## config.mk

```make
export PLATFORM = sky130hd
export DESIGN_NAME = wb_arbiter
export DESIGN_NICKNAME = d
export VERILOG_FILES = /design/src/rtl/wb_arbiter.sv
export SDC_FILE = /design/constraint.sdc
export NUM_CORES = 1
export LEC_CHECK = 0
export CORE_AREA = 2 2 131 133
export DETAILED_ROUTE_END_ITERATION = 16
export DIE_AREA = 0 0 133 135
export HOLD_SLACK_MARGIN = 0.05
export PLACE_DENSITY_LB_ADDON = 0.12
export SLEW_MARGIN = 20
export SYNTH_ARGS = -nofsm -noshare
export SYNTH_HDL_FRONTEND = slang
export SYNTH_SLANG_ARGS = --single-unit
```

## constraint.sdc

```tcl
create_clock -name clk -period 7.23 [get_ports clk]
set_input_delay 2.169 -clock clk [delete_from_list [all_inputs] [get_ports clk]]
set_output_delay 2.169 -clock clk [all_outputs]
set_load 0.02 [all_outputs]
```

## src/rtl/wb_arbiter.sv

```systemverilog
// wb_arbiter: round-robin arbiter sharing the writeback/CDB port, with a
// 1-entry output buffer and stale-epoch draining.
module wb_arbiter #(
    parameter int N       = 3,
    parameter int IDX_W   = (N > 1) ? $clog2(N) : 1,
    parameter int ROB_W   = 6,
    parameter int PHYS_W  = 7,
    parameter int EPOCH_W = 2
) (
    input  logic                 clk,
    input  logic                 rst,
    input  logic [N-1:0]         req_valid,
    output logic [N-1:0]         req_ready,
    input  logic [N*32-1:0]      req_pc,
    input  logic [N-1:0]         req_uses_rd,
    input  logic [N*ROB_W-1:0]   req_rob_idx,
    input  logic [N*PHYS_W-1:0]  req_prd_new,
    input  logic [N*EPOCH_W-1:0] req_epoch,
    input  logic [N*32-1:0]      req_data,
    input  logic [EPOCH_W-1:0]   cur_epoch,
    input  logic                 flush_valid,
    output logic                 cdb_valid,
    input  logic                 cdb_ready,
    output logic [31:0]          cdb_pc,
    output logic                 cdb_uses_rd,
    output logic [ROB_W-1:0]     cdb_rob_idx,
    output logic [PHYS_W-1:0]    cdb_prd_new,
    output logic [EPOCH_W-1:0]   cdb_epoch,
    output logic [31:0]          cdb_data,
    output logic [IDX_W-1:0]     cdb_src
);
    logic             out_vld;
    logic [IDX_W-1:0] rr_ptr;
    logic [IDX_W-1:0] gnt_idx;
    logic             gnt;
    logic [N-1:0]     live;
    logic [N-1:0]     stale;
    logic [N-1:0]     gnt_oh;
    logic             match;
    logic             can_acc;

    always_comb begin
        live  = '0;
        stale = '0;
        for (int i = 0; i < N; i++) begin
            live[i]  = req_valid[i] && (req_epoch[EPOCH_W*i +: EPOCH_W] == cur_epoch);
            stale[i] = req_valid[i] && (req_epoch[EPOCH_W*i +: EPOCH_W] != cur_epoch);
        end
    end

    assign match     = cdb_epoch == cur_epoch;
    assign cdb_valid = out_vld && match;
    // A buffered entry whose epoch went stale is dropped, so it counts as free.
    assign can_acc   = (!out_vld || !match || cdb_ready) && !flush_valid;

    always_comb begin
        gnt     = 1'b0;
        gnt_idx = '0;
        for (int k = 0; k < N; k++) begin
            if (can_acc && !gnt && live[(int'(rr_ptr) + k) % N]) begin
                gnt     = 1'b1;
                gnt_idx = IDX_W'((int'(rr_ptr) + k) % N);
            end
        end
    end

    assign gnt_oh    = gnt ? (N'(1) << gnt_idx) : '0;
    assign req_ready = rst ? '0 : (stale | gnt_oh);

    always_ff @(posedge clk) begin
        if (rst) begin
            out_vld     <= 1'b0;
            rr_ptr      <= '0;
            cdb_pc      <= '0;
            cdb_uses_rd <= 1'b0;
            cdb_rob_idx <= '0;
            cdb_prd_new <= '0;
            cdb_epoch   <= '0;
            cdb_data    <= '0;
            cdb_src     <= '0;
        end else if (gnt) begin
            out_vld     <= 1'b1;
            rr_ptr      <= (gnt_idx == IDX_W'(N - 1)) ? '0 : gnt_idx + IDX_W'(1);
            cdb_pc      <= req_pc[32*int'(gnt_idx) +: 32];
            cdb_uses_rd <= req_uses_rd[gnt_idx];
            cdb_rob_idx <= req_rob_idx[ROB_W*int'(gnt_idx) +: ROB_W];
            cdb_prd_new <= req_prd_new[PHYS_W*int'(gnt_idx) +: PHYS_W];
            cdb_epoch   <= req_epoch[EPOCH_W*int'(gnt_idx) +: EPOCH_W];
            cdb_data    <= req_data[32*int'(gnt_idx) +: 32];
            cdb_src     <= gnt_idx;
        end else if (flush_valid || !match || cdb_ready) begin
            out_vld <= 1'b0;
        end
    end
endmodule

```

-- Yosys cells after proc, flatten, opt, wreduce, memory -nomap -nowiden
Cells that the tools add are included.
- add/subtract/negate cells: 3
- reduce and logical (&&, ||, !) cells: 23
- order comparisons: 4
- div/mod/pow operators: 3
- eq/ne operators: 8
- $mul: 2
- multiplexer cells: 22
- bitwise operators: 1
- shift-type cells: 6
- operators by type and width (operator ; number):
    96-bit by 8-bit indexed part select with 32-bit output ; 2
    32-bit by 4-bit < comparator with 1-bit output (second input constant) ; 3
    32-bit by 3-bit modulo with 32-bit output (second input constant) ; 2
    3-bit by 3-bit modulo with 32-bit output (second input constant) ; 1
    21-bit by 6-bit indexed part select with 7-bit output ; 1
    18-bit by 6-bit indexed part select with 6-bit output ; 1
    1-bit logical AND ; 13
    1-bit 2-to-1 mux ; 12
    1-bit binary-select mux with 2-bit select ; 4
    2-bit equality test ; 4
    2-bit 2-to-1 mux ; 4
    3-bit 2-to-1 mux ; 2
    2-bit != test ; 3
    6-bit by 4-bit indexed part select with 2-bit output ; 1
    1-bit zero test ; 5
    3-bit by 2-bit multiplier with 5-bit output (first input constant) ; 1
    1-bit logical OR ; 4
    2-bit by 2-bit multiplier with 4-bit output (first input constant) ; 1
    2-bit by 1-bit adder with 3-bit output (second input constant) ; 1
    2-bit by 2-bit adder with 3-bit output (second input constant) ; 1
    2-bit by 3-bit < comparator with 1-bit output (second input constant) ; 1
    3-bit bitwise OR ; 1
    1-bit by 2-bit left shift with 3-bit output (first input constant) ; 1
    2-bit by 1-bit adder with 2-bit output (second input constant) ; 1
    2 further kinds ; 2
- output and inout port bits: 86
- register bits: 85
- word-level logic and storage cells: 81
- bits of input ports: 249

-- Longest topological paths before layout
Gate-level depths: netlist of run 1.
- depth after elaboration: 19
- mapped depth: 10
- mapped depth without buffers: 8

-- Worst setup path before layout of run 1
No wires, ideal clock.
- kind: input port to output port
- start point: input req_epoch[1]
- end point: output req_ready[0]
- stages: 8
- buffers on the path: 2
- slack: 1.074 ns
- data required time: 5.061 ns
- arrival: 3.987 ns
- cells stage by stage: xnor2_1 -> nand4_1 -> and4_4 -> a211oi_4 -> and2_1 -> buf_4 -> buf_6 -> o21ba_1
- cells in the longest elaborated chain, start to end: 19
- ends and longest elaborated chain (item ; RTL line ; text):
    start: declaration ; 18 ; input logic [N*EPOCH_W-1:0] req_epoch,
    2-bit equality test ; 46 ; live[i] = req_valid[i] && (req_epoch[EPOCH_W*i +: EPOCH_W] == cur_epoch);
    1-bit logical AND ; 46 ;
    1-bit binary-select mux with 2-bit select ; 60 ; if (can_acc && !gnt && live[(int'(rr_ptr) + k) % N]) begin
    1-bit 2-to-1 mux (not written as such) (2 in series) ; 60 ;
    1-bit logical AND ; 60 ;
    1-bit 2-to-1 mux ; 60 ;
    1-bit zero test ; 60 ;
    1-bit logical AND (2 in series) ; 60 ;
    1-bit 2-to-1 mux ; 60 ;
    1-bit zero test ; 60 ;
    1-bit logical AND (2 in series) ; 60 ;
    2-bit 2-to-1 mux ; 60 ;
    1-bit by 2-bit left shift with 3-bit output ; 67 ; assign gnt_oh = gnt ? (N'(1) << gnt_idx) : '0;
    3-bit 2-to-1 mux ; 67 ;
    3-bit bitwise OR (*) ; 68 ; assign req_ready = rst ? '0 : (stale | gnt_oh);
    3-bit 2-to-1 mux (*) ; 68 ;
    end: declaration ; 13 ; output logic [N-1:0] req_ready,
Every way passes the cells marked *; elsewhere a longest branch is shown, timed or not. The select of a mux whose other input is x is not followed.

-- Worst setup path after layout of run 1
- start point: input cur_epoch[0]
- end point: output req_ready[0]
- cells in the longest elaborated chain, start to end: 19
- ends and longest elaborated chain (item ; RTL line ; text):
    start: declaration ; 20 ; input logic [EPOCH_W-1:0] cur_epoch,
    2-bit equality test (on tied branches) ; 46, 51 ;
    1-bit logical AND or 1-bit zero test (tied branches) ; 46, 54 ;
    1-bit binary-select mux with 2-bit select or 1-bit logical OR (tied branches) ; 60, 54 ;
    1-bit 2-to-1 mux (not written as such) or 1-bit logical OR (tied branches) ; 60, 54 ;
    1-bit 2-to-1 mux (not written as such) or 1-bit logical AND (tied branches) ; 60, 54 ;
    1-bit logical AND ; 60 ;
    1-bit 2-to-1 mux ; 60 ;
    1-bit zero test ; 60 ;
    1-bit logical AND (2 in series) ; 60 ;
    1-bit 2-to-1 mux ; 60 ;
    1-bit zero test ; 60 ;
    1-bit logical AND (2 in series) ; 60 ;
    2-bit 2-to-1 mux ; 60 ;
    1-bit by 2-bit left shift with 3-bit output ; 67 ;
    3-bit 2-to-1 mux ; 67 ;
    3-bit bitwise OR (*) ; 68 ;
    3-bit 2-to-1 mux (*) ; 68 ;
Marks and branches as above.

==> results of run 1 <==
[metrics by stage]
stage / hold WS [ns] / std cells / setup slack, ns / instance area, sq um
2_1_floorplan: 0.453 / 535 / 1.07 / 4570
3_5_place_dp: 0.431 / 1055 / 0.181 / 8110
5_1_grt: 0.451 / 1071 / 0.130 / 8430
4_1_cts: 0.440 / 1071 / 0.175 / 8430
6_report: 0.436 / 1071 / 0.222 / 8430
3_3_place_gp: 0.426 / 1055 / 0.288 / 8110
[critical path: stages]
cell             delay [ns]
clkdlybuf4s50_1        0.52
xnor2_1                0.45
nand4_1                0.27
and4_4                 0.24
a211oi_4               0.24
and2_1                 0.18
o21ba_1                0.13
clkdlybuf4s50_1        0.63
[repair_timing]
item | in CTS | in global routing
resized for setup | 0 | 1
setup endpoints to repair | 0 | 1
hold buffers | 0 | 0
[how the worst max path moves through the flow]
stage	end	slack (ns)	from	cells past startpoint
floorplan	req_ready[0]	1.07	req_epoch[1]	8
global placement	req_ready[0]	0.29	cur_epoch[1]	8
detailed placement	req_ready[0]	0.18	cur_epoch[1]	8
CTS	req_ready[0]	0.18	cur_epoch[1]	8
global route	req_ready[0]	0.13	cur_epoch[0]	8
finish	req_ready[0]	0.22	cur_epoch[0]	8
[kinds of logic after synthesis]
logic type / share of synthesized area [%]
AND/OR/NAND/NOR: 13.8
multiplexers: 4.38
XOR/XNOR: 1.53
flip-flops: 37.2
adder cells (fa/ha/maj): 0.547
buffers and inverters: 7.77
AO/OA/AOI/OAI: 34.8
[placed cells by master (no fill, tap or decap), types with 2 or more instances in the layout]
cell type	synthesis	routed
inv_1	29	29
nor3_1	5	4
o22ai_1	25	25
a2111oi_2	8	8
a211oi_1	2	2
nor2_1	22	22
o32a_1	35	35
o21ai_1	6	6
and3_1	6	6
a31oi_1	3	2
ha_1	2	2
a22oi_1	28	28
o221ai_1	35	35
a21oi_1	15	15
buf_4	3	18
a2111oi_1	7	7
clkdlybuf4s50_1	0	333
dfxtp_1	85	85
xnor2_1	4	3
clkbuf_8	0	3
clkinv_2	0	3
o21ai_0	18	18
xor2_1	4	4
clkbuf_16	0	9
nand3_1	12	11
nand4_1	5	5
nand2_1	88	88
mux2i_1	20	20
[area by class of cell]
type	count	area share, %
clock inverter	4	0.534
clock buffer	12	3.16
inverter	29	1.29
tap	220	3.26
timing repair buffer	352	41.2
multi-input combinational	369	30.4
sequential	85	20.2
[flip-flops by register name, indices dropped and copies added, names as in the netlist]
register	cells
cdb_prd_new	7
cdb_epoch	2
cdb_pc	32
rr_ptr	2
cdb_uses_rd	1
cdb_src	2
cdb_rob_idx	6
cdb_data	32
out_vld	1
[cells in the mapped netlist (all sizes together) (4+ instances only)]
master,instances
nand3,12
o221ai,35
o32a,35
nor3,5
nand4,5
nand2,88
xnor2,4
o22ai,25
xor2,4
buf,18
a21oi,15
o21ai,24
a22oi,28
a2111oi,16
clkbuf,34
and3,6
inv,29
mux2i,20
nor2,22
dfxtp,85
[power by group through the flow]
stage	combinational, W	clock [W]	sequential [W]
4_1_cts	0.000468	0.000496	0.000525
3_5_place_dp	0.000467	0	0.000535
2_1_floorplan	0.000163	0	0.000576
5_1_grt	0.000498	0.000513	0.000529
3_3_place_gp	0.000461	0	0.000533
6_report	0.000466	0.000484	0.000524
[layer usage]
layer / track usage (%) / vias to the layer above / share of wire [%]
met2: 37.8 / 232 / 51
met3: 6.01 / 41 / 7.9
met4: 7.47 / 0 / 2.5
li1: - / 2656 / -
met1: 22.8 / 2572 / 39
met5: 0 / - / 0
==> metrics.cfg, run 1 <==
[critical_path]
endpoint_kind=output pin
setup.worst_path.class=input pin to output pin
rr_startpoint=rr_ptr[0]$_SDFFE_PP0P_
required_ns=5.06
r2r_setup_slack_ns=4.33
cp_max_fo=6
worst_r2r_path_depth=9
r2r_end=cdb_pc[16]$_SDFFE_PP0P_
crit_arrival_ns=4.84
start_kind=input pin

[cts]
cts_buffers=9
cts_buffer_depth=2
cts.sinks=85
tritoncts=built
clock_latency_ns=0.34
post_cts_buffers=0
cts-htree-levels=3
clk_pin_slew_ns=0.06
root_buffer=clkbuf_16

[power_and_ir_drop]
seqPwrFrac_pct=35.6
switching_share_pct=28.8
p_total_w=0.00147
p_comb_share_pct=31.6
p_leak_nw=3.24
power_frac_clock_pct=32.8
pwr_density_cell_mw_per_mm2=175
ir_drop_mv=0.133
p_sw_w=0.000425
p_int_w=0.00105

[logic_synthesis]
synth_top_area_share_pct=37.2
synth_cell_types=46
synthFlopType=dfxtp_1
synth.largest_area_cell=dfxtp_1
netlist_area_sq_mm=0.00457
yosysWarningCount=0
syn_nets=786
synth-edff-count=0
async_reset_ff_share_pct=0
syn_avg_cell_area_sq_um=8.55
synthCells=535
ys_ff_latch=85
synth.yosys.seq_area_share_pct=37.2
synth_area_leaders=dfxtp_1, o32a_1, nand2_1, o221ai_1, a22oi_1

[floorplan]
die_h_um=135
die_x_um=133
die_area_sq_mm=0.0180
ios=335
row_count=47
design.core.area_sq_mm=0.0164
start_util_pct=27.9

[timing]
final.min_clock_period_ns=7.01
worstMarginPinSlew_ns=0.847
setup_violations=0
period_share_pct=96.9
clock-skew-final_ns=0.00687
setup_tns_ns=0
clock.fmax_ghz=0.143
maxSlewViolCount=0
hold_viol=0
rsz0062_at_grt=false
relSlewSlack_pct=43.5

[global_routing]
grt_pass1_vias=5722
overflow=0
grt_pass1_wl_um=29600
antenna_found_initial=0
grt_max_degree=45
grt_use_total_pct=20.7

[final_layout]
fin_util_pct=51.4
antennaDiodeCount=0
regArea_sq_mm=0.00170
drive_gt1_share_pct=6.35
area_growth_syn_to_layout_pct=84.4
multi_input_area_sq_mm=0.00256
nFillCells=1507
nets=1097

[detailed_routing]
ant_nets=0
wire_per_inst_um=18.0
drcViolationCount=0
wl_um=19300
drt_first_iter_violations=244
dr_total_vias=5501
viasPerCell=5.14
drt_pre_antenna_iters=4

[hold_path]
hold_end=cdb_data[21]$_SDFFE_PP0P_
worstHoldPathType=flop to flop
hold_depth=2
worstHoldStart=cdb_data[21]$_SDFFE_PP0P_

[placed_design]
place_hpwl_um=14500
gp_congestion=0.877
portBuffers=334

[status]
status=finished, final reports clean

[job]
max-cap-violations=0

Note: power is estimated with default switching activity, not from simulation.
==> inputs of run 2 (changes only) <==
--- a/config.mk
+++ b/config.mk
@@ -8,6 +8,7 @@
 export CORE_AREA = 2 2 131 133
 export DETAILED_ROUTE_END_ITERATION = 16
 export DIE_AREA = 0 0 133 135
+export GPL_ROUTABILITY_DRIVEN = 0
 export HOLD_SLACK_MARGIN = 0.05
 export PLACE_DENSITY_LB_ADDON = 0.12
 export SLEW_MARGIN = 20
==> results of run 2 <==
No change in the layout: final DEF, timing and power equal those of run 1.
==> inputs of run 3 (changes only) <==
--- a/config.mk
+++ b/config.mk
@@ -5,7 +5,9 @@
 export SDC_FILE = /design/constraint.sdc
 export NUM_CORES = 1
 export LEC_CHECK = 0
+export ABC_CLOCK_PERIOD_IN_PS = 7230
 export CORE_AREA = 2 2 131 133
+export CTS_BUF_LIST = sky130_fd_sc_hd__clkbuf_16
 export DETAILED_ROUTE_END_ITERATION = 16
 export DIE_AREA = 0 0 133 135
 export GPL_ROUTABILITY_DRIVEN = 0
==> run 3 against run 2 <==
Against the previous run: power is 2.3% lower; first-iteration DRC count increased by 1.6%; wire length decreased by 0.13%; clock power down 7.0%; combinational power barely moved; sequential share of layout area is 0.072 points higher; cell count unchanged; hold slack about the same; critical path type unchanged.
==> metrics.cfg, run 3 (synthesis results as in run 1) <==
[final_layout]
reg.largest.list=cdb_data: 32 flops, cdb_pc: 32 flops, cdb_prd_new: 7 flops
nets=1097  ; unchanged
area_growth_syn_to_layout_pct=83.7
final_cell_area_sq_mm=0.00840  ; -0.36%
drive_gt1_share_pct=5.99  ; -0.35 points
instances_no_fill=1071  ; unchanged
final_common_cell=clkdlybuf4s50_1
antennaDiodeCount=0  ; unchanged
final_cell_mix=clkdlybuf4s50_1, nand2_1, dfxtp_1

[status]
status=finished, final reports clean

[floorplan]
design.core.area_sq_mm=0.0164  ; unchanged
die_area_sq_mm=0.0180  ; unchanged
start_util_pct=27.9  ; unchanged
row_count=47  ; unchanged
die_x_um=133  ; unchanged
die_h_um=135  ; unchanged
ios=335  ; unchanged

[cts]
tritoncts=built
cts_resized=0  ; unchanged
clock_latency_ns=0.34  ; about the same
clk_pin_slew_ns=0.06  ; about the same
cts-htree-levels=3  ; unchanged
root_buffer=clkbuf_16
cts_buffer_depth=2  ; unchanged
cts_hold_buf=0  ; unchanged
cts_buffers=9  ; unchanged
post_cts_buffers=0  ; unchanged
cts.sinks=85  ; unchanged

[detailed_routing]
viasPerCell=5.13  ; -0.22%
drt_pre_antenna_iters=5  ; +1
drt_first_iter_violations=248  ; +1.6%
ant_nets=0  ; unchanged
dr_total_vias=5489  ; -0.22%
wl_um=19300  ; -0.13%
wire_per_inst_um=18.0  ; -0.13%
drcViolationCount=0  ; unchanged

[global_routing]
grt_max_degree=45  ; unchanged
grt_use_total_pct=20.7  ; about the same
antenna_found_initial=0  ; unchanged
overflow=0  ; unchanged
grt_pass1_vias=5724  ; +0.035%
grt_pass1_wl_um=29600  ; about the same

[power_and_ir_drop]
p_comb_share_pct=32.3  ; +0.7 points
p_sw_w=0.000422  ; -0.58%
p_int_w=0.00102  ; -3.0%
switching_share_pct=29.3  ; +0.52 points
p_leak_nw=3.22  ; -0.52%
power_frac_clock_pct=31.2  ; -1.6 points
pwr_density_cell_mw_per_mm2=171  ; -2.0%
ir_drop_mv=0.133  ; +0.56%
seqPwrFrac_pct=36.4  ; +0.8 points

[hold_path]
worstHoldPathType=flop to flop

[timing]
maxSlewViolCount=0  ; unchanged
clock.fmax_ghz=0.143  ; about the same
setup_violations=0  ; unchanged
whs_ns=0.436  ; +0.000208 ns
clock-skew-final_ns=0.00682  ; -0.0000583 ns
relSlewSlack_pct=43.6  ; +0.091 points
period_share_pct=96.9  ; about the same
final.min_clock_period_ns=7.01  ; +0.000360 ns
hold_viol=0  ; unchanged
worstMarginPinSlew_ns=0.846  ; -0.00137 ns
rsz0062_at_grt=false
setup_tns_ns=0  ; unchanged

[placed_design]
place_hpwl_um=14500  ; unchanged
place_inst=1055  ; unchanged
place_area_sq_mm=0.00811  ; unchanged
portBuffers=334  ; unchanged

[critical_path]
required_ns=5.06  ; about the same
crit_arrival_ns=4.84  ; about the same
start_kind=input pin
endpoint_kind=output pin
setup.worst_path.class=input pin to output pin
cp_max_fo=6  ; unchanged

[job]
max-cap-violations=0  ; unchanged

==> run 3: cell types whose count changed in the layout (fill, tap and decap cells not counted) <==
cell,before,now
clkbuf_8,3,0
clkinv_1,0,3
==> run 3: path summary, 6_finish.rpt <==
kind                        startpoint                        end  slack (ns)  cells past startpoint
min reg2reg  cdb_data[21]$_SDFFE_PP0P_  cdb_data[21]$_SDFFE_PP0P_        0.44                      2
min          cdb_data[21]$_SDFFE_PP0P_  cdb_data[21]$_SDFFE_PP0P_        0.44                      2
max                       cur_epoch[0]               req_ready[0]        0.22                      8
max reg2reg     rr_ptr[0]$_SDFFE_PP0P_    cdb_pc[16]$_SDFFE_PP0P_        4.33                      9
==> run 3: power groups by stage <==
| stage | combinational [W] | clock, W | sequential (W) |
|---|---|---|---|
| floorplan | 0.000163 | 0 | 0.000576 |
| global placement | 0.000461 | 0 | 0.000533 |
| detailed placement | 0.000467 | 0 | 0.000535 |
| CTS | 0.000468 | 0.000463 | 0.000525 |
| global route | 0.000498 | 0.000480 | 0.000529 |
| finish | 0.000466 | 0.000450 | 0.000524 |
==> run 3: layout make-up <==
cell class / count / area [sq um]
Fill cell: 1512 / 8000
Timing Repair Buffer: 352 / 3470
Multi-Input combinational cell: 369 / 2560
Sequential cell: 85 / 1700
Tap cell: 220 / 275
Clock buffer: 9 / 225
Inverter: 29 / 109
Clock inverter: 7 / 56.3
==> run 3: critical path, stage by stage <==
cell and delay, ns:
clkdlybuf4s50_1 0.52, xnor2_1 0.45, nand4_1 0.27, and4_4 0.24, a211oi_4 0.24, and2_1 0.18, o21ba_1 0.13, clkdlybuf4s50_1 0.63
==> run 3: metal layers <==
| layer | wire, um | GRT usage [%] |
|---|---|---|
| met2 | 9760 | 37.8 |
| met4 | 498 | 7.47 |
| met3 | 1520 | 6.01 |
| met1 | 7480 | 22.8 |
| met5 | 0 | 0 |
==> run 3: stage by stage <==
| step | util, % | setup WS, ns | total power (W) |
|---|---|---|---|
| after floorplan | - | 1.07 | 0.000739 |
| after global placement | 49.5 | 0.288 | 0.000994 |
| after detailed placement | 49.5 | 0.181 | 0.00100 |
| after CTS | 51.2 | 0.175 | 0.00146 |
| after global routing | 51.2 | 0.130 | 0.00151 |
| final | 51.2 | 0.222 | 0.00144 |
